===== config.mk =====
export PLATFORM = sky130hd
export DESIGN_NAME = reg_port_arbiter
export DESIGN_NICKNAME = d
export VERILOG_FILES = /design/src/rtl/reg_port_arbiter.sv
export SDC_FILE = /design/constraint.sdc
export NUM_CORES = 1
export LEC_CHECK = 0
export ABC_CLOCK_PERIOD_IN_PS = 6480
export CAP_MARGIN = 20
export CORE_AREA = 5 5 200 202
export CTS_CLUSTER_DIAMETER = 200
export DETAILED_ROUTE_END_ITERATION = 12
export DIE_AREA = 0 0 205 207
export DONT_BUFFER_PORTS = 1
export PLACE_DENSITY = 0.31
export REMOVE_ABC_BUFFERS = 1
export SLEW_MARGIN = 20
export SYNTH_ARGS = -nofsm -noshare
export SYNTH_HDL_FRONTEND = slang
export SYNTH_SLANG_ARGS = --single-unit
export TNS_END_PERCENT = 1

===== constraint.sdc =====
create_clock -name clk -period 6.48 [get_ports clk]
set_input_delay 1.944 -clock clk [delete_from_list [all_inputs] [get_ports clk]]
set_output_delay 1.944 -clock clk [all_outputs]
set_load 0.01 [all_outputs]

===== src/rtl/reg_port_arbiter.sv =====
// Two-requester arbiter for a memory-style register port with read-return routing.
// Define REG_ARB_FIXED_PRIO_EN for fixed priority (requester 0 wins) instead of round-robin.
module reg_port_arbiter #(
   parameter int AW         = 32,
   parameter int DW         = 64,
   parameter int BEW        = DW/8,
   parameter int RD_LATENCY = 1
) (
   input  logic           clk,
   input  logic           rst_n,
   input  logic           i_req0,
   input  logic           i_we0,
   input  logic [AW-1:0]  i_addr0,
   input  logic [BEW-1:0] i_be0,
   input  logic [DW-1:0]  i_wdata0,
   output logic           o_gnt0,
   output logic           o_rvalid0,
   output logic [DW-1:0]  o_rdata0,
   input  logic           i_req1,
   input  logic           i_we1,
   input  logic [AW-1:0]  i_addr1,
   input  logic [BEW-1:0] i_be1,
   input  logic [DW-1:0]  i_wdata1,
   output logic           o_gnt1,
   output logic           o_rvalid1,
   output logic [DW-1:0]  o_rdata1,
   output logic           o_req,
   output logic           o_we,
   output logic [AW-1:0]  o_addr,
   output logic [BEW-1:0] o_be,
   output logic [DW-1:0]  o_wdata,
   input  logic [DW-1:0]  i_rdata
);

   logic                  gnt0;
   logic                  gnt1;
   logic                  rd_issue;
   logic [RD_LATENCY-1:0] pipe_v;
   logic [RD_LATENCY-1:0] pipe_own;
   logic                  out_v;
   logic                  out_own;

`ifdef REG_ARB_FIXED_PRIO_EN
   always_comb begin
      gnt0 = 1'b0;
      gnt1 = 1'b0;
      if (rst_n) begin
         gnt0 = i_req0;
         gnt1 = i_req1 & ~i_req0;
      end
   end
`else
   // last = most recent winner; the other side wins the next contention
   logic last_q;

   always_comb begin
      gnt0 = 1'b0;
      gnt1 = 1'b0;
      if (rst_n) begin
         if (i_req0 && i_req1) begin
            gnt0 = last_q;
            gnt1 = ~last_q;
         end else begin
            gnt0 = i_req0;
            gnt1 = i_req1;
         end
      end
   end

   always_ff @(posedge clk) begin
      if (!rst_n) begin
         last_q <= 1'b1;
      end else if (gnt0) begin
         last_q <= 1'b0;
      end else if (gnt1) begin
         last_q <= 1'b1;
      end
   end
`endif

   assign o_gnt0 = gnt0;
   assign o_gnt1 = gnt1;

   always_comb begin
      o_req   = gnt0 | gnt1;
      o_we    = 1'b0;
      o_addr  = i_addr0;
      o_be    = i_be0;
      o_wdata = i_wdata0;
      if (gnt1) begin
         o_we    = i_we1;
         o_addr  = i_addr1;
         o_be    = i_be1;
         o_wdata = i_wdata1;
      end else if (gnt0) begin
         o_we = i_we0;
      end
   end

   assign rd_issue = o_req & ~o_we;

   // Response tracker: one {valid, owner} slot per cycle of read latency
   always_ff @(posedge clk) begin
      if (!rst_n) begin
         pipe_v   <= '0;
         pipe_own <= '0;
      end else begin
         pipe_v[0]   <= rd_issue;
         pipe_own[0] <= gnt1;
         for (int i = 1; i < RD_LATENCY; i++) begin
            pipe_v[i]   <= pipe_v[i-1];
            pipe_own[i] <= pipe_own[i-1];
         end
      end
   end

   assign out_v   = pipe_v[RD_LATENCY-1];
   assign out_own = pipe_own[RD_LATENCY-1];

   always_ff @(posedge clk) begin
      if (!rst_n) begin
         o_rvalid0 <= 1'b0;
         o_rvalid1 <= 1'b0;
         o_rdata0  <= '0;
         o_rdata1  <= '0;
      end else begin
         o_rvalid0 <= out_v & ~out_own;
         o_rvalid1 <= out_v & out_own;
         if (out_v && !out_own) begin
            o_rdata0 <= i_rdata;
         end
         if (out_v && out_own) begin
            o_rdata1 <= i_rdata;
         end
      end
   end

endmodule


==> out/metrics.yaml, run 1 <==
hold_viol: 0
finalMaxSlewViolations: 0
drt_iter0_drc: 210
root_buffer: "clkbuf_16"
vias_per_cell: 4.13
numPortBuffers: 0
clkTransAtPathRegs_ns: 0.06
dieArea_um2: 42400
cts_tree: "done"
htree_levels: 4
max_slew.worst_pin.slew_ns: 0.906
cp_max_fo: 106
grt_max_degree: 139
overflow: 0
leakage_nw: 2.53
period_needed_ns: 5.17
worstPathArrival_ns: 3.22
fillers: 4254
antenna_found_initial: 38
drive_gt1_share_pct: 21.3
syn_area_per_cell_um2: 9.03
grt_pass1_wl_um: 45000
worst_ep_required_time_ns: 4.54
ys_seq_area_share_pct: 42.3
vias: 5006
start_kind: "primary input"
worstHoldPathType: "reg2reg"
setup_viol: 0
yosysUniqueCellTypes: 19
setup_slack_ns: 1.31
slowest_stage: "mux2_2"
drc: 0
synth_area_um2: 6290
ctsHoldBuffers: 0
synth_top_area_share_pct: 42.3
period_share_pct: 79.7
start_util_pct: 16.5
clkSinkCount: 133
crit_chain: "nand2_1, nand3_4, buf_12, mux2_2"
rows: 72
grt_pass1_vias: 4799
clockBufferDepth: 2
ys_ff_latch: 133
syn_inst: 697
critical_path_class: "in2out"
die_y_um: 207
num-nets-final: 946
slew_headroom_pct: 39.6
grt_setup_unrepaired: "no"
fmax_mhz: 194
die_x_um: 205
cellPowerDensity_nw_per_um2: 286
yosysWarnings: 0
status: "complete, no violations"
syn_to_final_growth_pct: 17.6
wl_per_cell_um: 27.9
finalPower_mw: 2.11
vdd_drop_max_uv: 165
clock_latency_ns: 0.42
cts_inserted_buffers: 17
cts_setup_buffers: 0
slowest_delay_ns: 0.46
synth_largest_area_cell: "dfxtp_1"
critPathCaptureType: "primary output"
place_congestion: 0.870
ios: 516
place_worst_setup_slack_ns: 1.35
drtPass1Iterations: 4
drv_cap: 0
fin_skew_ns: 0.00625
ant_nets: 0
grt_usage_pct: 15.2
cts-resized-gates: 0
core_um2: 38100
yosys-top-cells-area: "dfxtp_1 42%, nand2_1 16%, a21boi_0 15%"
hpwl_um: 27000
drt-total-wl_um: 33900
==> per-layer routing <==
metal | wire length (um) | global-route usage [%]
met1 | 11100 | 14.6
met2 | 17200 | 26.7
met3 | 4870 | 10.2
met4 | 441 | 3.77
met5 | 287 | 0
==> synthesized netlist by cell type, drive strengths merged <==
cell,instances
o21a,1
nor2b,1
nand2b,3
inv,2
clkbuf,21
nor2,1
o21ai,3
and2,1
nand3,1
mux2,104
a21boi,128
and3,2
nand2,262
nand4b,1
buf,32
nand4,1
dfxtp,133
==> metrics by stage <==
step / cell area, um2 / cells / hold WS, ns / utilization [%] / TNS (ns)
2_1_floorplan: 6020 / 644 / 0.436 / - / -10.67
3_3_place_gp: 6740 / 1167 / 0.501 / 17.7 / 0
3_5_place_dp: 6740 / 1167 / 0.491 / 17.7 / 0
4_1_cts: 7370 / 1199 / 0.513 / 19.3 / 0
5_1_grt: 7380 / 1201 / 0.531 / 19.4 / 0
6_report: 7400 / 1212 / 0.507 / 19.4 / 0
==> cells in the final DEF (no fill, tap or decap), types with 4 or more instances in the layout <==
| cell | count |
|---|---|
| nand2_1 | 261 |
| dfxtp_1 | 133 |
| a21boi_0 | 128 |
| mux2_2 | 66 |
| mux2_4 | 38 |
| clkbuf_16 | 17 |
| diode_2 | 13 |
| clkbuf_8 | 4 |
| buf_4 | 4 |
==> kinds of logic (layout without fill, tap and decap cells) <==
| group | Yosys count | count (layout) | synth area share (%) |
|---|---|---|---|
| AOI/OAI and AO/OA | 132 | 132 | 15.6 |
| DFF | 133 | 133 | 42.3 |
| muxes | 104 | 104 | 20.9 |
| buffers and inverters | 55 | 39 | 4.41 |
| and+or+nand+nor | 273 | 273 | 16.8 |
| other | 0 | 13 | 0 |
==> layout make-up <==
type	instances	area, um2	area share [%]
inverters	2	7.51	0.101
clock inverters	10	144	1.94
flip-flops and latches	133	2660	36.0
clock buffers	22	484	6.54
well taps	518	648	8.75
diodes	13	32.5	0.439
multi-input cells	509	3370	45.6
repair buffers	5	50.0	0.676
==> power by group <==
group,leakage (nW),switching (mW),internal [mW]
clock,0.299,0.382,0.649
combinational,1.15,0.116,0.0883
sequential,1.08,0.0344,0.844
total,2.53,0.533,1.58
==> critical path: cells and delay by family <==
| kind | cells | cell delay [ns] |
|---|---|---|
| buf+inv | 1 | 0.42 |
| mux | 1 | 0.46 |
| simple gates | 2 | 0.23 |
==> flip-flops by register name, indices dropped and copies added (netlist names) <==
register   cells
o_rdata1      64
o_rdata0      64
out_v          1
out_own        1
o_rvalid1      1
o_rvalid0      1
last_q         1
==> final timing paths <==
kind,start,endpoint,slack [ns],cells past startpoint
setup / recovery,i_req0,o_wdata[23],1.31,4
hold / removal,out_own$_SDFF_PN0_,o_rvalid0$_SDFF_PN0_,0.51,1
setup reg to reg,out_own$_SDFF_PN0_,o_rdata1[50]$_SDFFE_PN0P_,4.46,4
hold reg to reg,out_own$_SDFF_PN0_,o_rvalid0$_SDFF_PN0_,0.51,1
(Power assumes the default switching activity.)
==> run 2: changes to the inputs <==
ABC_CLOCK_PERIOD_IN_PS = 4350   (was 6480)
PLACE_DENSITY = 0.32   (was 0.31)
clock period = 4.35 ns   (was 6.48 ns; I/O delays follow)
==> run 2 against run 1 <==
Sequential power rose by 49%. Utilization increased by 0.20 points. Clock power rose by 61%.
==> out/metrics.yaml, run 2 (synthesized netlist as in run 1, its figures left out) <==
leakage_nw: 2.57  # +1.9%
rows: 72  # unchanged
finalMaxSlewViolations: 0  # unchanged
grt_usage_pct: 15.1  # -0.072 points
period_needed_ns: 3.64
hold_viol: 0  # unchanged
cpLargestDelayFamily: "multiplexers"
clkPwrFrac_pct: 50.6  # +1.8 points
clock_latency_ns: 0.42  # about the same
slowest_delay_ns: 0.43  # -0.03 ns
power_switching_mw: 0.824  # +55%
drtPass1Iterations: 4  # unchanged
whs_ns: 0.510  # +0.00346 ns
seqPwrFrac_pct: 40.0  # -1.6 points
worst_ep_required_time_ns: 3.04  # -1.50 ns
comb_power_share_pct: 9.4  # -0.3 points
num-nets-final: 948  # +0.21%
antenna_found_initial: 45  # +18%
drt_iter0_drc: 257  # +22%
clkTransAtPathRegs_ns: 0.06  # about the same
place_congestion: 0.884  # +1.6%
vias_per_cell: 4.13  # +0.11%
fmax_mhz: 275
period_share_pct: 83.7
critPathCaptureType: "primary output"
hpwl_um: 27300  # +0.94%
cts_setup_buffers: 0  # unchanged
dpl_cell_area_um2: 6780  # +0.48%
numPortBuffers: 0  # unchanged
critical_path_class: "in2out"
critical_path_buf_inv_count: 1  # unchanged
status: "complete, no violations"
cts-resized-gates: 0  # unchanged
crit_chain: "nand2_1, nand3_4, buf_12, mux2_2"
place_worst_setup_slack_ns: 0.715  # -0.637 ns
slew_headroom_pct: 40.5  # +0.92 points
grt_pass1_wl_um: 44700  # -0.69%
grt_max_degree: 139  # unchanged
die_x_um: 205  # unchanged
drive_gt1_share_pct: 21.7  # +0.38 points
drt-total-wl_um: 33700  # -0.58%
drc: 0  # unchanged
reg_top3: "o_rdata0: 64 flops, o_rdata1: 64 flops"
worstPathArrival_ns: 2.33  # -0.89 ns
start_util_pct: 16.5  # unchanged
final_cell_mix: "261 x nand2_1, 133 x dfxtp_1, 128 x a21boi_0"
fin_skew_ns: 0.00724  # +0.000992 ns
finalPower_mw: 3.27  # +55%
grt_pass1_vias: 4750  # -1.0%
layout_commonest_cell: "nand2_1"
worstHoldPathType: "reg2reg"
vias: 5024  # +0.36%
drv_cap: 0  # unchanged
fin_area_um2: 7480  # +1.0%
setup_slack_ns: 0.710  # -0.604 ns
syn_to_final_growth_pct: 18.9
setup_viol: 0  # unchanged
wl_per_cell_um: 27.7  # -0.83%
vdd_drop_max_uv: 208  # +26%
die_y_um: 207  # unchanged
slowest_stage: "mux2_2"
clkSinkCount: 133  # unchanged
clockBufferDepth: 2  # unchanged
grt_setup_unrepaired: "no"
ios: 516  # unchanged
intPower_mw: 2.45  # +55%
max_slew.worst_pin.slew_ns: 0.892  # -0.0138 ns
overflow: 0  # unchanged
p_sw_share_pct: 25.2  # about the same
cellPowerDensity_nw_per_um2: 438  # +53%
core_um2: 38100  # unchanged
start_kind: "primary input"
htree_levels: 4  # unchanged
ant_nets: 0  # unchanged
dieArea_um2: 42400  # unchanged
cts_inserted_buffers: 17  # unchanged
cp_max_fo: 55  # -48%
ctsHoldBuffers: 0  # unchanged
root_buffer: "clkbuf_16"
cts_tree: "done"
## run 2: cell types whose count changed in the layout (fill, tap and decap cells not counted), sizes merged
cell / previous run / this run
clkbuf: 22 / 19
inv: 4 / 6
bufinv: 3 / 5
buf: 5 / 7
diode: 13 / 14
clkinvlp: 3 / 2
## run 2: area by class of cell
cell class | instances | area, um2
well taps | 518 | 648
clock inverters | 13 | 218
flip-flops and latches | 133 | 2660
fillers | 4250 | 30600
inverters | 2 | 7.51
repair buffers | 7 | 77.6
clock buffers | 19 | 453
diodes | 14 | 35.0
multi-input cells | 509 | 3380
## run 2: metal layers
layer / vias to the layer above / global-route usage [%] / share of wire (%)
li1: 2281 / - / -
met1: 2269 / 14.6 / 32
met2: 336 / 27.5 / 51
met3: 94 / 9.32 / 13
met5: - / 0 / 0.96
met4: 44 / 2.96 / 1.9
## run 2: tightest hold or removal path, stage by stage (launching register included)
cell	delay (ns)
dfxtp_1	0.34
nand2_1	0.06
a21boi_0	0.06
## run 2: power groups by stage
stage	Sequential, mW	Combinational, mW	Clock, mW
finish	1.31	0.307	1.66
global route	1.31	0.331	1.77
CTS	1.31	0.317	1.72
detailed placement	1.34	0.316	0
global placement	1.34	0.313	0
floorplan	1.32	0.246	0
## run 2: path summary, 6_finish.rpt
| check | startpoint | end | slack, ns | cells past startpoint |
|---|---|---|---|---|
| max | i_req0 | o_addr[27] | 0.71 | 4 |
| max reg2reg | out_own$_SDFF_PN0_ | o_rdata1[36]$_SDFFE_PN0P_ | 2.30 | 4 |
| min reg2reg | o_rdata0[25]$_SDFFE_PN0P_ | o_rdata0[25]$_SDFFE_PN0P_ | 0.51 | 2 |
| min | o_rdata0[25]$_SDFFE_PN0P_ | o_rdata0[25]$_SDFFE_PN0P_ | 0.51 | 2 |
## run 2: per-stage QoR
| step | TNS [ns] | utilization [%] | std cells |
|---|---|---|---|
| global route | 0 | 19.5 | 1201 |
| global placement | 0 | 17.8 | 1169 |
| CTS | 0 | 19.5 | 1201 |
| floorplan | -99.85 | - | 644 |
| detailed placement | 0 | 17.8 | 1169 |
| finish | 0 | 19.6 | 1215 |
